## src/rtl/muldiv_pkg.sv

```systemverilog
// muldiv_pkg: shared encodings for the EX-stage multiply/divide unit.
// Holds funct3 op codes, FSM state encoding, iteration count and a
// conditional-negate helper used for operand magnitudes and result signs.
package muldiv_pkg;

  localparam logic [2:0] F3_MUL    = 3'b000;
  localparam logic [2:0] F3_MULH   = 3'b001;
  localparam logic [2:0] F3_MULHSU = 3'b010;
  localparam logic [2:0] F3_MULHU  = 3'b011;
  localparam logic [2:0] F3_DIV    = 3'b100;
  localparam logic [2:0] F3_DIVU   = 3'b101;
  localparam logic [2:0] F3_REM    = 3'b110;
  localparam logic [2:0] F3_REMU   = 3'b111;

  // One product/quotient bit per cycle over a 32-bit operand.
  localparam logic [5:0] ITER_N = 6'd32;

  typedef enum logic [1:0] {
    IDLE = 2'd0,
    MUL  = 2'd1,
    DIV  = 2'd2,
    DONE = 2'd3
  } state_t;

  // Two's-complement negate when neg is set, pass-through otherwise.
  function automatic logic [31:0] cneg32(input logic [31:0] v, input logic neg);
    return neg ? (~v + 32'd1) : v;
  endfunction

endpackage

```

## src/rtl/ex_muldiv_div_iter.sv

```systemverilog
// div_iter: restoring divider datapath on unsigned magnitudes.
// Latency: load, then one quotient bit per step; iter_done after 32 steps.
// Backpressure: none; the owning FSM decides when to step.
// Ports: clk, rst (async active-low), load/step controls, dividend/divisor
// magnitudes in, quotient/remainder magnitudes out, iter_done when the
// iteration counter reaches 32 (also used by the FSM to time multiplies).
module div_iter
  import muldiv_pkg::*;
(
  input  logic        clk,
  input  logic        rst,
  input  logic        load,
  input  logic        step,
  input  logic [31:0] dividend,
  input  logic [31:0] divisor,
  output logic [31:0] quotient,
  output logic [31:0] remainder,
  output logic        iter_done
);

  logic [5:0]  cnt;
  logic [31:0] dvsr_q;
  logic [32:0] rem_sh;
  logic [32:0] diff;

  // The quotient register starts out holding the dividend; its MSB is
  // shifted into the partial remainder while quotient bits fill from below.
  assign rem_sh    = {remainder, quotient[31]};
  // rem_sh < 2*divisor, so diff fits a 33-bit signed value: bit 32 is borrow.
  assign diff      = rem_sh - {1'b0, dvsr_q};
  assign iter_done = (cnt == ITER_N);

  always_ff @(posedge clk or negedge rst) begin
    if (!rst) begin
      cnt       <= '0;
      dvsr_q    <= '0;
      quotient  <= '0;
      remainder <= '0;
    end else if (load) begin
      cnt       <= '0;
      dvsr_q    <= divisor;
      quotient  <= dividend;
      remainder <= '0;
    end else if (step) begin
      cnt <= cnt + 6'd1;
      if (!diff[32]) begin
        remainder <= diff[31:0];
        quotient  <= {quotient[30:0], 1'b1};
      end else begin
        remainder <= rem_sh[31:0];
        quotient  <= {quotient[30:0], 1'b0};
      end
    end
  end

endmodule

```

## src/rtl/ex_muldiv.sv

```systemverilog
// ex_muldiv: RV32M multiply/divide unit for the EX stage.
// Latency: 33 cycles start->done (1 for div-by-zero/overflow, 1 for multiply
// with MULDIV_FAST_MUL_EN defined). Backpressure: stall freezes IF/ID/ID_EX.
// Ports: clk, rst (async active-low); start/Flush/funct3/op_a/op_b/rd_in from
// ID_EX; stall to the front end; done pulse with result and rd_out.
// Optional feature macro: MULDIV_FAST_MUL_EN (single-cycle 64-bit multiplier).
module ex_muldiv (
  input  logic        clk,
  input  logic        rst,
  input  logic        start,
  input  logic        Flush,
  input  logic [2:0]  funct3,
  input  logic [31:0] op_a,
  input  logic [31:0] op_b,
  input  logic [4:0]  rd_in,
  output logic        stall,
  output logic        done,
  output logic [31:0] result,
  output logic [4:0]  rd_out
);
  import muldiv_pkg::*;

  state_t      state;
  logic [2:0]  f3_q;
  logic [4:0]  rd_q;
  logic [31:0] a_q;
  logic [31:0] ma_q;
  logic [63:0] prod_q;
  logic        neg_q;    // product / quotient negation
  logic        rneg_q;   // remainder takes dividend sign
  logic        dz_q;
  logic        ovf_q;

  logic        a_sgn, b_sgn, sa, sb;
  logic [31:0] mag_a, mag_b;
  logic        accept, iter_step, iter_done, is_rem;
  logic [31:0] quo, rem;
  logic [63:0] prod_raw, prod_fix;
  logic        mul_last;
  logic [31:0] mul_res, div_res, spec_res;

  always_comb begin
    a_sgn = 1'b0;
    b_sgn = 1'b0;
    case (funct3)
      F3_MUL, F3_MULH, F3_DIV, F3_REM: begin
        a_sgn = 1'b1;
        b_sgn = 1'b1;
      end
      F3_MULHSU:                a_sgn = 1'b1;
      F3_MULHU, F3_DIVU, F3_REMU: ;
      default: ;
    endcase
  end

  assign sa    = a_sgn & op_a[31];
  assign sb    = b_sgn & op_b[31];
  assign mag_a = cneg32(op_a, sa);
  assign mag_b = cneg32(op_b, sb);

  assign accept = (state == IDLE) & start & ~Flush;
  assign stall  = ((state == IDLE) & start) | (state == MUL) | (state == DIV);
  // The divider's counter also paces the iterative multiplier.
  assign iter_step = ~Flush & ~iter_done &
                     ((state == MUL) | ((state == DIV) & ~dz_q & ~ovf_q));

  div_iter u_div (
    .clk       (clk),
    .rst       (rst),
    .load      (accept),
    .step      (iter_step),
    .dividend  (mag_a),
    .divisor   (mag_b),
    .quotient  (quo),
    .remainder (rem),
    .iter_done (iter_done)
  );

`ifdef MULDIV_FAST_MUL_EN
  // prod_q[31:0] holds |b| from the accept edge.
  assign prod_raw = {32'd0, ma_q} * {32'd0, prod_q[31:0]};
  assign mul_last = 1'b1;
`else
  // Add-then-shift-right: high half accumulates, low half drains multiplier.
  logic [32:0] mul_sum;
  assign mul_sum  = {1'b0, prod_q[63:32]} + (prod_q[0] ? {1'b0, ma_q} : 33'd0);
  assign prod_raw = prod_q;
  assign mul_last = iter_done;
`endif

  assign prod_fix = neg_q ? (~prod_raw + 64'd1) : prod_raw;
  assign mul_res  = (f3_q == F3_MUL) ? prod_fix[31:0] : prod_fix[63:32];
  assign is_rem   = (f3_q == F3_REM) | (f3_q == F3_REMU);
  assign div_res  = is_rem ? cneg32(rem, rneg_q) : cneg32(quo, neg_q);
  assign spec_res = dz_q ? (is_rem ? a_q : 32'hFFFF_FFFF)
                         : (is_rem ? 32'd0 : 32'h8000_0000);

  always_ff @(posedge clk or negedge rst) begin
    if (!rst) begin
      state  <= IDLE;
      f3_q   <= '0;
      rd_q   <= '0;
      a_q    <= '0;
      ma_q   <= '0;
      prod_q <= '0;
      neg_q  <= 1'b0;
      rneg_q <= 1'b0;
      dz_q   <= 1'b0;
      ovf_q  <= 1'b0;
      done   <= 1'b0;
      result <= '0;
      rd_out <= '0;
    end else begin
      done <= 1'b0;
      case (state)
        IDLE: begin
          if (accept) begin
            state  <= funct3[2] ? DIV : MUL;
            f3_q   <= funct3;
            rd_q   <= rd_in;
            a_q    <= op_a;
            ma_q   <= mag_a;
            prod_q <= {32'd0, mag_b};
            neg_q  <= sa ^ sb;
            rneg_q <= sa;
            dz_q   <= funct3[2] & (op_b == 32'd0);
            ovf_q  <= funct3[2] & a_sgn & (op_a == 32'h8000_0000) &
                      (op_b == 32'hFFFF_FFFF);
          end
        end
        MUL: begin
          if (Flush) begin
            state <= IDLE;
          end else if (mul_last) begin
            state  <= DONE;
            done   <= 1'b1;
            result <= mul_res;
            rd_out <= rd_q;
          end else begin
`ifndef MULDIV_FAST_MUL_EN
            prod_q <= {mul_sum, prod_q[31:1]};
`endif
          end
        end
        DIV: begin
          if (Flush) begin
            state <= IDLE;
          end else if (dz_q | ovf_q) begin
            state  <= DONE;
            done   <= 1'b1;
            result <= spec_res;
            rd_out <= rd_q;
          end else if (iter_done) begin
            state  <= DONE;
            done   <= 1'b1;
            result <= div_res;
            rd_out <= rd_q;
          end
        end
        DONE:    state <= IDLE;
        default: state <= IDLE;
      endcase
    end
  end

endmodule

```

## config.mk

```make
export PLATFORM = sky130hd
export DESIGN_NAME = ex_muldiv
export DESIGN_NICKNAME = d
export VERILOG_FILES = /design/src/rtl/muldiv_pkg.sv /design/src/rtl/ex_muldiv_div_iter.sv /design/src/rtl/ex_muldiv.sv
export SDC_FILE = /design/constraint.sdc
export NUM_CORES = 1
export LEC_CHECK = 0
export ABC_CLOCK_PERIOD_IN_PS = 4030
export BUFFER_PORTS_ARGS = -buffer_cell sky130_fd_sc_hd__buf_2
export CAP_MARGIN = 15
export CORE_MARGIN = 2
export CORE_UTILIZATION = 60
export CTS_BUF_LIST = sky130_fd_sc_hd__clkbuf_16
export CTS_CLUSTER_DIAMETER = 200
export DETAILED_ROUTE_END_ITERATION = 10
export GPL_ROUTABILITY_DRIVEN = 0
export HOLD_SLACK_MARGIN = 0.15
export PLACE_DENSITY = 0.79
export SYNTH_ARGS = -nofsm -noshare
export SYNTH_HDL_FRONTEND = slang
export SYNTH_SLANG_ARGS = --single-unit
export TNS_END_PERCENT = 5
```

## constraint.sdc

```tcl
create_clock -name clk -period 4.03 [get_ports clk]
set_input_delay 0.806 -clock clk [delete_from_list [all_inputs] [get_ports clk]]
set_output_delay 0.806 -clock clk [all_outputs]
set_load 0.01 [all_outputs]
```

# Word level (Yosys, flattened, before mapping)
# Index checks and enable logic that the tools add are counted.
# op_classes
addsub,8
n_eq_ne,18
n_mux,48
bitwise_logic,27
n_reduce_logical,13
# ops
cell,count
two-way mux 32 bit,20
two-way mux 64 bit,4
"adder 32 x 1 -> 32 bit, second input constant",4
NOT 32 bit,4
case mux 64 bit (2 select lines),1
"adder 64 x 1 -> 64 bit, second input constant",1
"== test 32 bit, second input constant",2
NOT 64 bit,1
case mux 32 bit (2 select lines),1
adder 32 x 32 -> 33 bit,1
subtractor 33 x 32 -> 33 bit,1
zero test 32 bit,1
two-way mux 5 bit,4
bitwise AND 1 bit,12
"== test 3 bit, second input constant",4
two-way mux 2 bit,6
two-way mux 6 bit,2
"inequality test 2 bit, second input constant",5
case mux 5 bit (2 select lines),1
case mux 2 bit (4 select lines),1
two-way mux 1 bit,7
"adder 6 x 1 -> 6 bit, second input constant",1
"== test 6 bit, second input constant",1
zero test 3 bit,2
17 further kinds,27
# totals
ff_bits,282
inputBits,76
out_inout_bits,39
word_cells,131

# Depth between registers and ports, before layout
# Gate-level depths: netlist (run 1).
# depth
depth_word,8
mapped_depth,16
depth_no_buf,14

# Cells and area by module
# From an unflattened synthesis (run 1), not the netlist that was laid out.
# unflattened
cells_unflattened,2597
area_unflattened_um2,21016.4
# by_module_without_submodules
mod,instances,cells_each,area_per_inst_um2
ex_muldiv,1,1880,14670.3
div_iter,1,717,6346.1

# Least setup slack after synthesis (run 1)
# No wires, ideal clock.
# synth_timing
path_kind,register -> register
startpoint,reg u_div.quotient[31]
endpoint,reg u_div.remainder[25]
setup_time_ns,0.096
arrival_ns,3.636
required_time_ns,3.934
path_slack_ns,0.299
stages_incl_launch_ff,17
path_buffers,3
period_less_slack_ns,3.731
path_cell_list,dfrtp_1 > inv_1 > ha_1 > fa_1 > nand2b_1 > a21oi_1 > a31oi_1 > o31ai_1 > a21oi_1 > o211ai_1 > a211o_1 > o311a_1 > clkbuf_1 > clkbuf_1 > clkbuf_1 > a32oi_1 > o31ai_1
# synth_between
elab_chain_cells,4
# synth_lines
item,line_no,source
"start, declared",ex_muldiv_div_iter.sv:16,"output logic [31:0] quotient,"
"start signal, assigned",ex_muldiv_div_iter.sv:42,quotient <= dividend;
"start signal, assigned",ex_muldiv_div_iter.sv:48,"quotient <= {quotient[30:0], 1'b1};"
"start signal, assigned",ex_muldiv_div_iter.sv:51,"quotient <= {quotient[30:0], 1'b0};"
subtractor 33 x 32 -> 33 bit,ex_muldiv_div_iter.sv:30,"assign diff = rem_sh - {1'b0, dvsr_q};"
two-way mux 32 bit,ex_muldiv_div_iter.sv:46,if (!diff[32]) begin
two-way mux 32 bit,ex_muldiv_div_iter.sv:44,end else if (step) begin
two-way mux 32 bit,ex_muldiv_div_iter.sv:39,end else if (load) begin
"end signal, assigned",ex_muldiv_div_iter.sv:47,remainder <= diff[31:0];
"end signal, assigned",ex_muldiv_div_iter.sv:50,remainder <= rem_sh[31:0];
"end, declared",ex_muldiv_div_iter.sv:17,"output logic [31:0] remainder,"
# Every way passes these cells. The select of a mux whose other input is x is not followed.
# A chain may end at the register's enable or synchronous reset.

# Final worst setup path (run 1)
# layout_timing
startpoint,reg u_div.quotient[31]
endpoint,reg u_div.remainder[31]
# The elaborated chain is that of the path after synthesis.

==> reports/summary.md, run 1 <==
In this run the critical register-to-register path is launched from u_div.quotient[31]. The fraction of final layout cells with drive strength greater than 1 was 0.0976. Relative to the synthesized area, the layout overhead comes to 10.5%. Most common flop cell mapped by yosys: dfrtp_1.

The die covers 35100 um^2. Yosys printed 0 warnings. The clock tree buffer depth came out at 3.

The tools report the count of nets left with antenna violations after detail routing as 0. Dividing the detail-routed via count by the number of cells gives 6.60. For the pin with the worst max-slew slack, the measured transition is 1.24 ns. In the synthesized netlist, the number of instances is 2541. By area the synthesized netlist is led by dfrtp_1, nand2_1, o21ai_0. Counting I/O delays and the setup requirement, the final critical path takes 3.73 ns. The logs give 77 for the count of different cell masters after synthesis and 268 MHz for the peak clock frequency supported by timing.

Path type of the worst min-delay path: in -> async. In this run the tool buffered the top-level ports with 114 buffer cells. Largest fanout on the critical path: 27. STA classifies the critical path endpoint as a register. The via count was 20300. Proportion of netlist area held by the largest area contributor: 0.349. The tools report the post-placement cell count as 3010. Global routing finished with a remaining overflow of 0. The run gives 0 as the count of final max-slew check failures. Measured along the x axis, the die boundary spans 187 um.

Clock tree synthesis inserted a total of 34 buffers. Summed over all failing endpoints, the final setup total negative slack is 0 ns. The hold violation total from the final report was 0. The remaining max-slew budget at the tightest pin came out at 0.170.

The worst path meets setup with 0.300 ns of slack. The max capacitance violation total is 0. Timing analysis after detailed placement gives a worst setup slack of 0.250 ns.

The final cell count without fillers came out at 3072. The global-route usage over all layers is 0.377. In the final design database the tool counted 2752 nets. The post-detailed-placement half-perimeter wirelength is 49400 um. In this run the number of H-tree levels came out at 2. The critical path is of the reg -> reg type. The fraction of registers with async set/reset is 1.00. The most frequently used cell type in the post-synthesis netlist is nand2_1. The logs give 67100 um for the aggregate routed wire length and 4.13 ns for the critical path arrival.

Effective utilization at floorplan: 0.605. In this run the core area contains 67 standard-cell rows. Setup repair after global routing left no endpoint under its margin.

Static power due to leakage: 0.0101 uW. The tree is rooted in a clkbuf_16. In this run the power density over the cells is 953 nW/um^2. The tools report the number of antenna violations at the first check in global routing as 2. Setup violations remaining at the end of the flow were counted as 0. In this run the cell area of the synthesized design comes to 20100 um^2.

Synthesis produced a netlist with a net count of 2694. The launching element type of the critical path is a register. After synthesis the netlist holds a flip-flop and latch count of 281. After clock tree synthesis, the flow added hold-fix buffers numbering 0.

A synthesized cell averages 7.93 um^2. The clock arrives with 0.0264 ns of skew. The first global-routing pass estimated 104000 um of wire.

In the final routed layout, each cell accounts on average for 21.8 um. The endpoint identified for the worst register-to-register timing path is u_div.remainder[31]. The count of flip-flops with a built-in enable after synthesis is 0. The run finished with clean final reports.

The run gives 0.349 as the share of the yosys chip area belonging to registers. For this run, design rule violations remaining after detail routing come to 0. Tracing the worst setup path back leads to its startpoint at u_div.quotient[31].

The tools report the violation count after the first detailed-route iteration as 2905. After clock tree synthesis, the clock-pin slew on the worst setup and hold paths is 0.06 ns. The core occupancy in the finished layout was 0.669; the height of the chip was 187 um. The critical path data required time is 4.43 ns, and the clock latency reported for the late side of the worst-skew pair is 0.54 ns. IR analysis of the VDD net gives a maximum drop of 0.491 mV. Entering global routing, the biggest net connects 150 pins.

The worst setup slack for register-to-register paths was 0.30 ns. The tools report the area of the core as 33300 um^2. TritonCTS built the clock tree.

The depth of the most critical reg-to-reg path works out to 14. Ranked by instance count, the synthesized netlist is headed by nand2_1, dfrtp_1, o21ai_0. The via count of the first global-routing pass is 18700. CTS saw 281 sinks. In this run the count of I/O pins placed on the die edge is 115.

The tools report the number of iterations in the first detailed-routing pass as 8. The library cell occupying the most area in the post-synthesis netlist is dfrtp_1. The final period utilization was 0.926.
==> cells in the final DEF (no fill, tap or decap), types with 28 or more instances in the layout <==
cell and n:
buf_2 113, clkbuf_16 34, o21ai_0 263, o31ai_1 54
a21o_1 45, and2_1 38, or3_1 28, nand2_1 451
dfrtp_1 280, a21oi_1 192, nor2_1 174, nor3_1 62
xnor2_1 102, ha_1 74, o211ai_1 30, a31oi_1 30
nand3_1 41, buf_4 50, mux2i_1 31, xor2_1 94
inv_1 77, and3_1 34
==> registers in the layout, summed over array words and instances (netlist names), 3 cells and up <==
register         cells
prod_q              64
u_div.dvsr_q        32
a_q                 32
ma_q                31
f3_q                 3
result              32
u_div.cnt            6
rd_out               5
u_div.remainder     32
rd_q                 5
u_div.quotient      32
==> layout make-up <==
class | instances | area [um^2]
Tap cell | 448 | 561
Timing Repair Buffer | 171 | 1100
Fill cell | 2787 | 11000
Inverter | 73 | 274
Antenna cell | 2 | 5.00
Clock buffer | 34 | 851
Sequential cell | 281 | 7030
Clock inverter | 25 | 199
Multi-Input combinational cell | 2038 | 12200
==> worst max-delay path: stages, from the launching register on <==
cell	delay, ns
dfrtp_1	0.35
inv_1	0.08
ha_1	0.23
fa_1	0.41
nand2b_1	0.16
a21oi_1	0.27
a31oi_1	0.21
o31ai_2	0.30
a21oi_1	0.21
o211ai_1	0.26
a21oi_1	0.13
o311a_2	0.36
buf_4	0.27
a32oi_1	0.25
o31ai_1	0.09
==> routing by layer <==
metal / share of wire / GRT usage / vias up
li1: - / - / 9172
met1: 0.40 / 0.528 / 9538
met2: 0.42 / 0.559 / 1329
met3: 0.12 / 0.0822 / 238
met4: 0.056 / 0.174 / 2
met5: 0.00010 / 0 / -
==> how the worst max path moves through the flow <==
| stage | to | slack [ns] |
|---|---|---|
| after floorplan | u_div.remainder[25] | 0.30 |
| after detailed placement | u_div.remainder[0] | 0.25 |
| after CTS | u_div.remainder[0] | 0.22 |
| final | u_div.remainder[31] | 0.30 |
| after global placement | u_div.remainder[29] | 0.33 |
| after global routing | u_div.remainder[27] | 0.05 |
==> where the power goes <==
group / internal [uW] / switching, uW / total, uW
Combinational: 4920 / 7430 / 12300
Sequential: 4070 / 1810 / 5890
Clock: 1680 / 1290 / 2970
Total: 10700 / 10500 / 21200
==> through the flow <==
stage	hold WS, ns	cell area (um^2)	total power, uW
final	0.266	22300	21200
after global routing	0.345	22200	22500
after CTS	0.322	22200	20700
after detailed placement	0.459	21200	17700
after global placement	0.454	21200	17200
after floorplan	0.438	20100	14100
==> cells by family after synthesis <==
kind of cell / Yosys count / share of synthesized area
AND/OR/NAND/NOR: 957 / 0.217
AO/OA/AOI/OAI: 771 / 0.236
flip-flops: 281 / 0.349
buffers and inverters: 222 / 0.0455
XOR/XNOR: 196 / 0.0852
adder cells (fa/ha/maj): 77 / 0.0486
multiplexers: 37 / 0.0188
==> repair_timing <==
action                     4_1_cts  5_1_grt
setup endpoints to repair        0        2
gates resized for setup          0        2
buffers inserted                 0        0
Power figures use the tool's default switching activity.
==> run 2: changes to the inputs <==
Settings changed: CORE_ASPECT_RATIO from default to 1.2.
==> reports/summary.md, run 2 (synthesized netlist as in run 1, its figures left out) <==
For the post-detailed-placement half-perimeter wirelength, the log shows 50000 um (+1.2%). The top cell types in the final layout, fill and taps aside, are nand2_1, dfrtp_1, o21ai_0. The fraction of power spent switching nets came out at 0.495 (-0.00182).

The global-route usage over all layers was 0.384 (+0.00762). For the global-route wire length before repair, the log shows 105000 um (+0.46%). The cell area power density is 951 nW/um^2 (-0.18%), and the clock-pin slew reported for the worst setup and hold paths after clock tree synthesis is 0.06 ns (about the same). Per-cell routed wire length: 22.2 um (+1.7%).

The boundary pin count is 115 (unchanged). The tools report the number of levels the H-tree was split into as 1 (-1). The run gives 73 (+9.0%) as the floorplan row count.

The tools report the remaining max-slew budget at the tightest pin as 0.278 (+0.108). The run gives 35100 um^2 (about the same) as the full die area. CTS placed an instance of clkbuf_16 at the clock tree root.

The number of fill cells was 2786 (-0.036%); the worst clock skew on the final layout was 0.0368 ns (+0.0104 ns). Average vias per placed instance: 6.64 (+0.55%). The fraction of final layout cells with drive strength greater than 1 came out at 0.0961 (-0.00154). Height of the chip: 205 um (+9.3%). The floorplan die width works out to 171 um (-8.5%).

The hold violation total from the final report came out at 0 (unchanged). The logs give 0 (unchanged) for the setup violation total in the final timing report and 7030 um^2 (unchanged) for the register cell area after layout. The tools report the launching element type of the critical path as a register.

The clock period minus final worst setup slack was 3.83 ns (+0.0949 ns). The tools report the global route total overflow as 0 (unchanged). The run gives 10400 uW (-0.94%) as the switching power of the nets.

The tools report the via count as 20300 (+0.25%). The largest fanout on the critical path is 23 (-15%). The aggregate routed wire length was 68000 um (+1.4%); the number of antenna violations at the first check in global routing was 1 (-1). The run gives 0.143 (+0.003) as the clock share of power. The logs give 6 (-2) for the number of iterations in the first detailed-routing pass and 0 (unchanged) for the count of nets left with antenna violations after detail routing. The actual transition at the worst max-transition pin was 1.08 ns (-0.159 ns); the clock latency reported for the late side of the worst-skew pair was 0.61 ns (+0.07 ns).

The maximum ir drop on the vdd rail is 0.674 mV (+37%). The share of power burned in registers is 0.284 (+0.006). Area of the core: 33100 um^2 (-0.65%).

The critical path arrival was 4.23 ns (+0.10 ns); the total number of clock tree sinks was 281 (unchanged). The logs give 0 (unchanged) for the number of remaining DRC errors and 31 (-8.8%) for the clock buffer count from CTS. The tools report the clock tree buffer depth as 3 (unchanged). The setup TNS is 0 ns (unchanged), and the quantity of I/O buffers inserted on ports is 114 (unchanged). The static power due to leakage was 0.00999 uW (-0.63%); the internal power summed over all cells was 10600 uW (-0.21%).

The final period utilization came out at 0.949 (+0.0236). The portion of total power attributed to combinational logic was 0.573 (-0.009). The path class of the tightest hold or removal check is in -> async.

TritonCTS built the clock tree. The critical path data required time came out at 4.44 ns (about the same). Setup repair after global routing left no endpoint under its margin. The logs give 0.205 ns (-0.0949 ns) for the final worst setup slack and 18900 (+1.2%) for the via count of the first global-routing pass. The logs give 0 (unchanged) for the count of final max-slew check failures and 0.0549 ns (-0.195 ns) for the post-placement worst setup slack. The multi-input combinational cell area was 12200 um^2 (+0.12%); the final-stage net count was 2741 (-0.40%). The flow ran to the end, and the final reports show no timing, DRC or antenna violations. Number of buffers added for setup after CTS: 0 (unchanged).

Register with the most flip-flops: prod_q. For the violation count after the first detailed-route iteration, the log shows 2616 (-9.9%). For the pin count of the biggest net entering global routing, the log shows 103 (-31%).

The critical path is of the reg -> reg type. The max capacitance violation total was 0 (unchanged); the layout overhead on the synthesized area was 10.1%. The peak clock frequency supported by timing was 261 MHz (-2.5%); the flip-flop count of the largest register, all copies and words added was 64 (unchanged).

The library cell used most frequently in the layout, excluding fill and tap cells, is nand2_1. The worst setup path is captured at a register. The run gives 0.609 (+0.00396) as the effective utilization at floorplan.
-- run 2: path summary, 6_finish.rpt --
| path | from | cells past startpoint | endpoint | slack (ns) |
|---|---|---|---|---|
| setup / recovery | u_div.quotient[31] | 14 | u_div.remainder[11] | 0.20 |
| hold / removal | rst | 1 | prod_q[9] | 0.18 |
| setup reg to reg | u_div.quotient[31] | 14 | u_div.remainder[11] | 0.20 |
| hold reg to reg | rd_q[0] | 2 | rd_q[0] | 0.47 |
| max in group asynchronous | rst | 2 | result[0] | 2.70 |
| min in group clk | rd_in[0] | 3 | rd_q[0] | 0.39 |
-- run 2: worst max-delay path: stages, from the launching register on --
cell      delay, ns
dfrtp_1        0.34
inv_1          0.07
ha_1           0.24
fa_1           0.42
nand2b_1       0.17
a21oi_1        0.26
a31oi_1        0.22
o31ai_2        0.32
a21oi_1        0.15
o211ai_1       0.26
a211o_1        0.18
o311a_4        0.40
buf_4          0.29
mux2i_1        0.21
o21ai_0        0.10
-- run 2: layout make-up --
type	count	share of cell area
clock buffers	31	0.0350
multi-input cells	2038	0.552
diodes	1	0.000113
repair buffers	163	0.0450
well taps	450	0.0254
inverters	73	0.0124
clock inverters	26	0.0125
flip-flops and latches	281	0.317
-- run 2: stage by stage --
step	area [um^2]	util	std cells	hold WS [ns]	power, uW
floorplan	20100	-	2541	0.438	14100
global placement	21100	0.638	3005	0.453	17100
detailed placement	21100	0.638	3005	0.458	17500
CTS	22200	0.670	3062	0.232	20600
global route	22200	0.670	3062	0.249	22400
finish	22200	0.670	3063	0.180	21100
-- run 2: timing repair --
action / in CTS / in global routing
setup endpoints to repair: 0 / 18
gates resized for setup: 0 / 2
hold buffers: 0 / 0
-- run 2: power groups by stage --
stage	combinational (uW)	clock, uW	sequential (uW)
after global placement	11300	0	5830
after CTS	11700	3030	5850
final	12100	3010	6000
after detailed placement	11600	0	5890
after floorplan	9040	0	5070
after global routing	13200	3120	6070
-- run 2: layer usage --
layer | GRT usage | share of wire
met5 | 0 | 0.00024
met2 | 0.605 | 0.45
met3 | 0.0864 | 0.12
met4 | 0.189 | 0.062
met1 | 0.500 | 0.37
